## src/rtl/muldiv_unit.sv

```systemverilog
// Multi-cycle multiply/divide engine for the EX stage.
// Operands are captured once as magnitudes plus sign bits; the multiply core is
// given MUL_LAT cycles, the divider is restoring radix-2 (one quotient bit per
// cycle). Sign correction is applied in FIX and the {hi, lo, dz} result
// registers only change on the FIX -> DONE transition.
module muldiv_unit #(
    parameter int unsigned WIDTH   = 32,
    parameter int unsigned MUL_LAT = 4
) (
    input  logic             clk,
    input  logic             rst,
    input  logic             start,
    input  logic [1:0]       op,
    input  logic             sign,
    input  logic             annul,
    input  logic [WIDTH-1:0] a,
    input  logic [WIDTH-1:0] b,
    output logic             busy,
    output logic             ready,
    output logic [WIDTH-1:0] hi,
    output logic [WIDTH-1:0] lo,
    output logic             dz
);

    // Counter must reach the longer of the two phases.
    localparam int unsigned CntMax = (WIDTH > MUL_LAT) ? WIDTH : MUL_LAT;
    localparam int unsigned CntW   = $clog2(CntMax + 1);

    localparam logic [CntW-1:0] MulLast = CntW'(MUL_LAT - 1);
    localparam logic [CntW-1:0] DivLast = CntW'(WIDTH - 1);

    localparam logic [1:0] OpMul = 2'b01;
    localparam logic [1:0] OpDiv = 2'b10;

    typedef enum logic [2:0] {
        StIdle,
        StMul,
        StDiv,
        StFix,
        StDone
    } state_e;

    state_e state_q, state_d;

    logic [CntW-1:0]    cnt_q, cnt_d;

    // Captured operand magnitudes and sign bits.
    logic [WIDTH-1:0]   a_abs_q, b_abs_q;
    logic               a_neg_q, b_neg_q;
    logic               is_div_q;

    // Working pair: product {rem, quo} for multiply, remainder/quotient for divide.
    logic [WIDTH-1:0]   rem_q, quo_q;

    // Architectural result registers.
    logic [WIDTH-1:0]   hi_q, lo_q;
    logic               dz_q;

    // Request decode.
    logic               op_mul, op_div, op_valid, accept;
    logic               in_start_state;

    // Operand conditioning.
    logic               a_neg_in, b_neg_in;
    logic [WIDTH-1:0]   a_abs_in, b_abs_in;

    // Datapath intermediates.
    logic [2*WIDTH-1:0] prod;
    logic [WIDTH:0]     div_shift;
    logic [WIDTH:0]     div_diff;
    logic               div_fits;
    logic [WIDTH-1:0]   div_rem_nxt, div_quo_nxt;

    // Sign-correction intermediates.
    logic               res_neg;
    logic [2*WIDTH-1:0] mul_mag, mul_res;
    logic [WIDTH-1:0]   quo_signed, rem_signed, a_orig;
    logic               div_zero;
    logic [WIDTH-1:0]   fix_hi, fix_lo;
    logic               fix_dz;
    logic               load_result;

    // Decode the request and condition the operands.
    always_comb begin
        op_mul         = (op == OpMul);
        op_div         = (op == OpDiv);
        op_valid       = op_mul | op_div;
        in_start_state = (state_q == StIdle) || (state_q == StDone);
        accept         = in_start_state && start && op_valid && !annul;

        a_neg_in = sign & a[WIDTH-1];
        b_neg_in = sign & b[WIDTH-1];
        a_abs_in = a_neg_in ? (~a + 1'b1) : a;
        b_abs_in = b_neg_in ? (~b + 1'b1) : b;
    end

    // Next-state and counter logic; annul overrides every other transition.
    always_comb begin
        state_d = state_q;
        cnt_d   = '0;

        case (state_q)
            StIdle, StDone: begin
                if (accept) begin
                    state_d = op_mul ? StMul : StDiv;
                end else begin
                    state_d = StIdle;
                end
            end
            StMul: begin
                cnt_d = cnt_q + 1'b1;
                if (cnt_q == MulLast) begin
                    state_d = StFix;
                end
            end
            StDiv: begin
                cnt_d = cnt_q + 1'b1;
                if (cnt_q == DivLast) begin
                    state_d = StFix;
                end
            end
            StFix: begin
                state_d = StDone;
            end
            default: begin
                state_d = StIdle;
            end
        endcase

        if (annul) begin
            state_d = StIdle;
            cnt_d   = '0;
        end
    end

    // State and counter registers.
    always_ff @(posedge clk or negedge rst) begin
        if (!rst) begin
            state_q <= StIdle;
            cnt_q   <= '0;
        end else begin
            state_q <= state_d;
            cnt_q   <= cnt_d;
        end
    end

    // Multiply core and one restoring divide step.
    always_comb begin
        prod = {{WIDTH{1'b0}}, a_abs_q} * {{WIDTH{1'b0}}, b_abs_q};

        div_shift = {rem_q, quo_q[WIDTH-1]};
        div_diff  = div_shift - {1'b0, b_abs_q};
        // No borrow means the shifted remainder covers the divisor.
        div_fits  = !div_diff[WIDTH];

        if (div_fits) begin
            div_rem_nxt = div_diff[WIDTH-1:0];
            div_quo_nxt = {quo_q[WIDTH-2:0], 1'b1};
        end else begin
            div_rem_nxt = div_shift[WIDTH-1:0];
            div_quo_nxt = {quo_q[WIDTH-2:0], 1'b0};
        end
    end

    // Operand capture and working registers.
    always_ff @(posedge clk or negedge rst) begin
        if (!rst) begin
            a_abs_q  <= '0;
            b_abs_q  <= '0;
            a_neg_q  <= 1'b0;
            b_neg_q  <= 1'b0;
            is_div_q <= 1'b0;
            rem_q    <= '0;
            quo_q    <= '0;
        end else if (accept) begin
            a_abs_q  <= a_abs_in;
            b_abs_q  <= b_abs_in;
            a_neg_q  <= a_neg_in;
            b_neg_q  <= b_neg_in;
            is_div_q <= op_div;
            rem_q    <= '0;
            quo_q    <= a_abs_in;
        end else if (state_q == StMul) begin
            // Reloaded every MUL cycle so the multiplier can be retimed across the phase.
            {rem_q, quo_q} <= prod;
        end else if (state_q == StDiv) begin
            rem_q <= div_rem_nxt;
            quo_q <= div_quo_nxt;
        end
    end

    // Sign correction and result selection for the FIX state.
    always_comb begin
        res_neg    = a_neg_q ^ b_neg_q;
        mul_mag    = {rem_q, quo_q};
        mul_res    = res_neg ? (~mul_mag + 1'b1) : mul_mag;
        quo_signed = res_neg ? (~quo_q + 1'b1) : quo_q;
        rem_signed = a_neg_q ? (~rem_q + 1'b1) : rem_q;
        a_orig     = a_neg_q ? (~a_abs_q + 1'b1) : a_abs_q;
        div_zero   = (b_abs_q == '0);

        fix_hi = mul_res[2*WIDTH-1:WIDTH];
        fix_lo = mul_res[WIDTH-1:0];
        fix_dz = 1'b0;

        if (is_div_q) begin
            if (div_zero) begin
                fix_hi = a_orig;
                fix_lo = '1;
                fix_dz = 1'b1;
            end else begin
                fix_hi = rem_signed;
                fix_lo = quo_signed;
            end
        end

        load_result = (state_q == StFix) && !annul;
    end

    // Result registers; they move only when FIX completes.
    always_ff @(posedge clk or negedge rst) begin
        if (!rst) begin
            hi_q <= '0;
            lo_q <= '0;
            dz_q <= 1'b0;
        end else if (load_result) begin
            hi_q <= fix_hi;
            lo_q <= fix_lo;
            dz_q <= fix_dz;
        end
    end

    // Handshake outputs decoded from state.
    always_comb begin
        busy  = (state_q == StMul) || (state_q == StDiv) || (state_q == StFix);
        ready = (state_q == StDone);
        hi    = hi_q;
        lo    = lo_q;
        dz    = dz_q;
    end

endmodule

```

## config.mk

```make
export PLATFORM = sky130hd
export DESIGN_NAME = muldiv_unit
export DESIGN_NICKNAME = d
export VERILOG_FILES = /design/src/rtl/muldiv_unit.sv
export SDC_FILE = /design/constraint.sdc
export NUM_CORES = 2
export LEC_CHECK = 0
export BUFFER_PORTS_ARGS = -buffer_cell sky130_fd_sc_hd__buf_2
export CORE_MARGIN = 1.5
export CORE_UTILIZATION = 29
export DETAILED_ROUTE_END_ITERATION = 12
export PLACE_DENSITY = 0.51
export SYNTH_ARGS = -nofsm -noshare
export SYNTH_HDL_FRONTEND = slang
export SYNTH_SLANG_ARGS = --single-unit
```

## constraint.sdc

```tcl
create_clock -name clk -period 7.6 [get_ports clk]
set_clock_uncertainty 0.15 [all_clocks]
set_input_delay 0.76 -clock clk [delete_from_list [all_inputs] [get_ports clk]]
set_output_delay 0.76 -clock clk [all_outputs]
set_load 0.05 [all_outputs]
```

Yosys cells after proc, flatten, opt, wreduce, memory -nomap -nowiden. Index checks and enable logic that the tools add are counted.

Output and inout bits: 67. Register bits after elaboration: 205. Input port bits: 71. Logic and storage cells: 83.

Mux-type cells: 28. Equal/unequal tests: 10. $mul: 1. Reductions and logical operators: 14. Add/sub/neg operators: 8. Bitwise logic cells: 10.

Operator list (number): 32-bit two-way mux (16); 32-bit by 1-bit adder with 32-bit output, second input constant (5); 32-bit NOT (5); 64-bit by 1-bit adder with 64-bit output, second input constant (1); 32-bit by 32-bit multiplier with 64-bit output (1); 64-bit two-way mux (1); 64-bit NOT (1); 33-bit by 32-bit subtractor with 33-bit output (1); 32-bit logical NOT (1); 6-bit two-way mux (2); 3-bit one-hot mux with 4 select lines (1); 3-bit two-way mux (3); 6-bit by 1-bit adder with 6-bit output, second input constant (1); 3-bit by 2-bit equality test with 1-bit output, second input constant (2); 6-bit by 2-bit equality test with 1-bit output, second input constant (1); 6-bit by 5-bit equality test with 1-bit output, second input constant (1); 3-bit != test, second input constant (2); 1-bit logical AND (4); 2-bit two-way mux (2); 2-bit OR reduction (2); 3-bit by 1-bit equality test with 1-bit output, second input constant (1); 3-bit equality test, second input constant (1); 3-bit logical NOT (1); 1-bit logical OR (3); other kinds (9) (12).

Depth between registers and ports, before layout.
Depth after elaboration: 8. Mapped depth: 29.

Least setup slack after synthesis. Ideal clock, no wire load.

Path type: reg-to-reg. Start: reg a_abs_q[11]. End: reg rem_q[2]. Period minus slack after synthesis: 7703 ps. Library setup time: 121 ps. Stages on the path, launching flop included: 28. Data arrival time: 7432 ps. Path slack: -103 ps. Path through: dfrtp_1 clkbuf_1 clkbuf_1 and2_1 fa_1 fa_1 fa_1 inv_1 fa_1 inv_1 fa_1 inv_1 fa_1 inv_1 fa_1 fa_1 ha_1 clkbuf_1 nand4_1 or3_1 or2_2 a2111o_1 o211ai_1 a21oi_1 o21ai_0 xnor2_1 o21ai_0 a22o_1.

Longest elaborated chain between the ends: 3.

Ends and longest elaborated chain: from (decl) (RTL line 48) `logic [WIDTH-1:0] a_abs_q, b_abs_q;`; from (signal assigned) (RTL line 176) `a_abs_q <= a_abs_in;`; 32-bit by 32-bit multiplier with 64-bit output (RTL line 149) `prod = {{WIDTH{1'b0}}, a_abs_q} * {{WIDTH{1'b0}}, b_abs_q};`; 32-bit two-way mux (RTL line 183) `end else if (state_q == StMul) begin`; 32-bit two-way mux (RTL line 175) `end else if (accept) begin`; to (signal assigned) (RTL line 185) `{rem_q, quo_q} <= prod;`; to (signal assigned) (RTL line 187) `rem_q <= div_rem_nxt;`; to (decl) (RTL line 53) `logic [WIDTH-1:0] rem_q, quo_q;`.

No other way between the ends. A chain may end at the register's enable or synchronous reset.

Worst setup path in the final report.
Start: reg a_abs_q[10]. End: reg rem_q[20].

The elaborated chain is that of the path after synthesis.

==> impl_metrics.toml <==
[floorplanning]
die_h_microns = 410
row_count = 149
die_w_microns = 410
dieArea_sq_um = 168000
io_pins = 138
core_sq_um = 165000
start_util_pct = 29.1

[grt]
antenna_found_initial = 7
grt_pass1_vias = 40700
grt_usage_pct = 20.3
grt_pass1_wl_microns = 260000
grt_max_degree = 84
gr-total-overflow = 0

[logic_synthesis]
synthCells = 5500
synth_compound_area_share_pct = 10.5
synthMuxAreaShare_pct = 0.551
synth-edff-count = 0
synth_area_sq_um = 47900
ys_top_cells_by_area = "fa_1, dfrtp_1, ha_1, and2_1, inv_1"
syn-num-nets = 6771
ys.warnings.count = 0
synthArstFlopShare_pct = 100
ys_ff_latch = 205
synth-xor-area-share_pct = 4.98
yosys.area_share.simple_pct = 17.8
ys.flop_type = "dfrtp_1"
yosys.area.top_type = "fa_1"
synth_fa_ha_area_share_pct = 45.4
synth_top_family_by_area = "adder cells"
netlist.area_leader.share_pct = 37.5
yosysUniqueCellTypes = 85
ys_seq_area_share_pct = 10.7
avgSynthCellArea_sq_um = 8.72

[layout]
nets = 7085
layout-drive-gt1-share_pct = 16.5
syn2layout_area_growth_pct = 18.6

[route]
met3WireLength_microns = 8880
top_layer_used = "met5"
wl_met1_microns = 78400
vias = 39600
drt-initial-drc-count = 2746
drc = 0
routed_wl_microns = 173000
dr.pass1.iters = 6
avgRoutedWirePerCell_microns = 21.5
routed-wl-met2_microns = 79300
antenna_left = 0
viasPerCell = 4.93

[clocking]
clkSlewWorstSetupHoldPaths_ns = 0.06
clockBufferDepth = 3
cts_sinks = 205
htreeDepth = 1
cts_tree = "built"
postCtsHoldBufs = 0
ctsRootBufferMaster = "clkbuf_16"
clock_latency_ns = 0.64
cts_inserted_buffers = 27

[worst_setup_path]
crit_arrival_ns = 8.03
path_max_fanout = 10
worstSetupStartpoint = "a_abs_q[10]"
startpoint_type = "flip-flop"
criticalPathCategory = "flip-flop to flip-flop"
cp_data_required_time_ns = 7.91
cp-end-kind = "flip-flop"
reg2reg_from = "a_abs_q[10]"

[sta]
setup_violations = 8
final.setup.worst_slack_ns = -0.118
min_period_ns = 7.72
worst_pin_slew_ns = 1.24
hold_viol_final = 3
rsz0062_at_grt = "true"
slew_viol_final = 0
max_freq_mhz = 130
slew-limit-headroom_pct = 17.0
period_share_pct = 102
holdWs_ns = -0.0250

[placed_design]
gp_congestion = 0.940
dpl_worst_slack_ns = -0.716
hpwl_microns = 143000
io_buffers = 137

[outcome]
outcome = "complete, but fails checks"
failed_checks = "negative hold slack, negative setup slack"

[flow_run]
max-cap-violations = 0

[worst_hold_path]
worstHoldPathType = "input port to asynchronous set/reset pin"
==> final timing paths <==
| path | endpoint | slack [ns] | cells past startpoint |
|---|---|---|---|
| setup / recovery | rem_q[20] | -0.12 | 25 |
| hold / removal | state_q[2] | -0.02 | 1 |
| setup reg to reg | rem_q[20] | -0.12 | 25 |
| hold reg to reg | cnt_q[0] | 0.32 | 1 |
| max in group asynchronous | hi[3] | 5.72 | 2 |
| min in group clk | b_abs_q[1] | 0.26 | 3 |
==> cell type report <==
class / instances / area (sq um)
Fill cell: 17200 / 108000
Multi-Input combinational cell: 4012 / 39200
Timing Repair Buffer: 656 / 5490
Sequential cell: 205 / 5150
Inverter: 912 / 3420
Tap cell: 2189 / 2740
Clock buffer: 37 / 773
Clock inverter: 11 / 139
Antenna cell: 4 / 10.0
==> worst max-delay path, cell delays in order, from the launching register on <==
cell and delay [ns]:
dfrtp_2 0.46, buf_12 0.16, buf_12 0.14, and2_1 0.14, fa_1 0.47, fa_1 0.53, inv_1 0.06, fa_1 0.51
fa_1 0.55, fa_1 0.55, inv_1 0.06, fa_1 0.55, fa_1 0.44, fa_1 0.52, ha_4 0.31, nand2_2 0.10
buf_4 0.16, nor2_4 0.11, nand3b_1 0.19, a2111oi_4 0.32, buf_4 0.21, o21ai_4 0.08, and2_4 0.21, o31ai_4 0.23
xnor2_1 0.18, o221ai_1 0.16
==> Yosys cell counts, types with 27 or more instances <==
master    number
a21o_1        59
a21oi_1      166
a31oi_1       29
and2_1       555
clkbuf_1     337
dfrtp_1      205
fa_1         897
ha_1         303
inv_1        910
nand2_1      720
nand3_1       36
nor2_1       185
nor3_1        46
nor4_1        33
o211ai_1      77
o21ai_0      250
o31ai_1       27
xnor2_1      151
xor2_1       120
==> through the flow <==
stage                     TNS, ns  instance area (sq um)  cells  utilization (%)  hold slack (ns)
final                      -0.470                  56900   8026             34.6          -0.0250
after global routing        -4.52                  56900   8022             34.5           0.0493
after CTS                  -0.659                  55700   7983             33.8           0.0187
after detailed placement    -9.31                  54200   7931             32.9            0.313
after global placement      -8.80                  54200   7931             32.9            0.308
after floorplan                 0                  48000   5500                -            0.292
==> state kept, by name (all words and copies together) (netlist names) <==
register,flops
lo,32
a_neg_q,1
is_div_q,1
cnt_q,6
a_abs_q,32
quo_q,32
b_neg_q,1
state_q,3
rem_q,32
dz,1
b_abs_q,32
hi,32
==> repair_timing <==
action	in CTS	in global routing
gates cloned	0	6
setup endpoints to repair	33	39
pin swaps	45	152
setup buffers	4	42
resized for setup	123	207
==> routing by layer <==
metal	up-vias	global-route usage (%)
li1	17800	-
met1	20500	28.8
met2	1111	33.0
met3	207	1.79
met4	6	5.82
met5	-	0
==> logic make-up after synthesis <==
kind of cell             after synthesis
AO/OA/AOI/OAI                        787
adder cells (fa/ha/maj)             1200
AND/OR/NAND/NOR                     1728
flip-flops                           205
multiplexers                          25
XOR/XNOR                             272
buffers and inverters               1283
==> layout by cell type, fill, tap and decap left out, types with 19 or more instances in the layout <==
master and instances:
fa_2 26, a21oi_2 21, xor2_1 116, and2_4 22, clkbuf_16 31, o211ai_1 77, o22a_1 26, buf_6 38
inv_1 894, buf_4 418, nor2_1 174, o31ai_1 25, a31oi_1 24, dfrtp_1 185, o21ai_0 224, nand2_1 708
buf_12 53, mux2i_1 23, a21o_1 59, buf_2 138, nand3_1 33, xnor2_1 140, nor4_1 29, or3_1 23
fa_1 871, dfrtp_2 20, ha_1 285, and2_1 533, nand4_1 19, nor3_1 44, a21oi_1 138
Power is left out: the tool's default activity adds up to more than one toggle a clock period on the data nets, which glitch-free logic cannot reach.
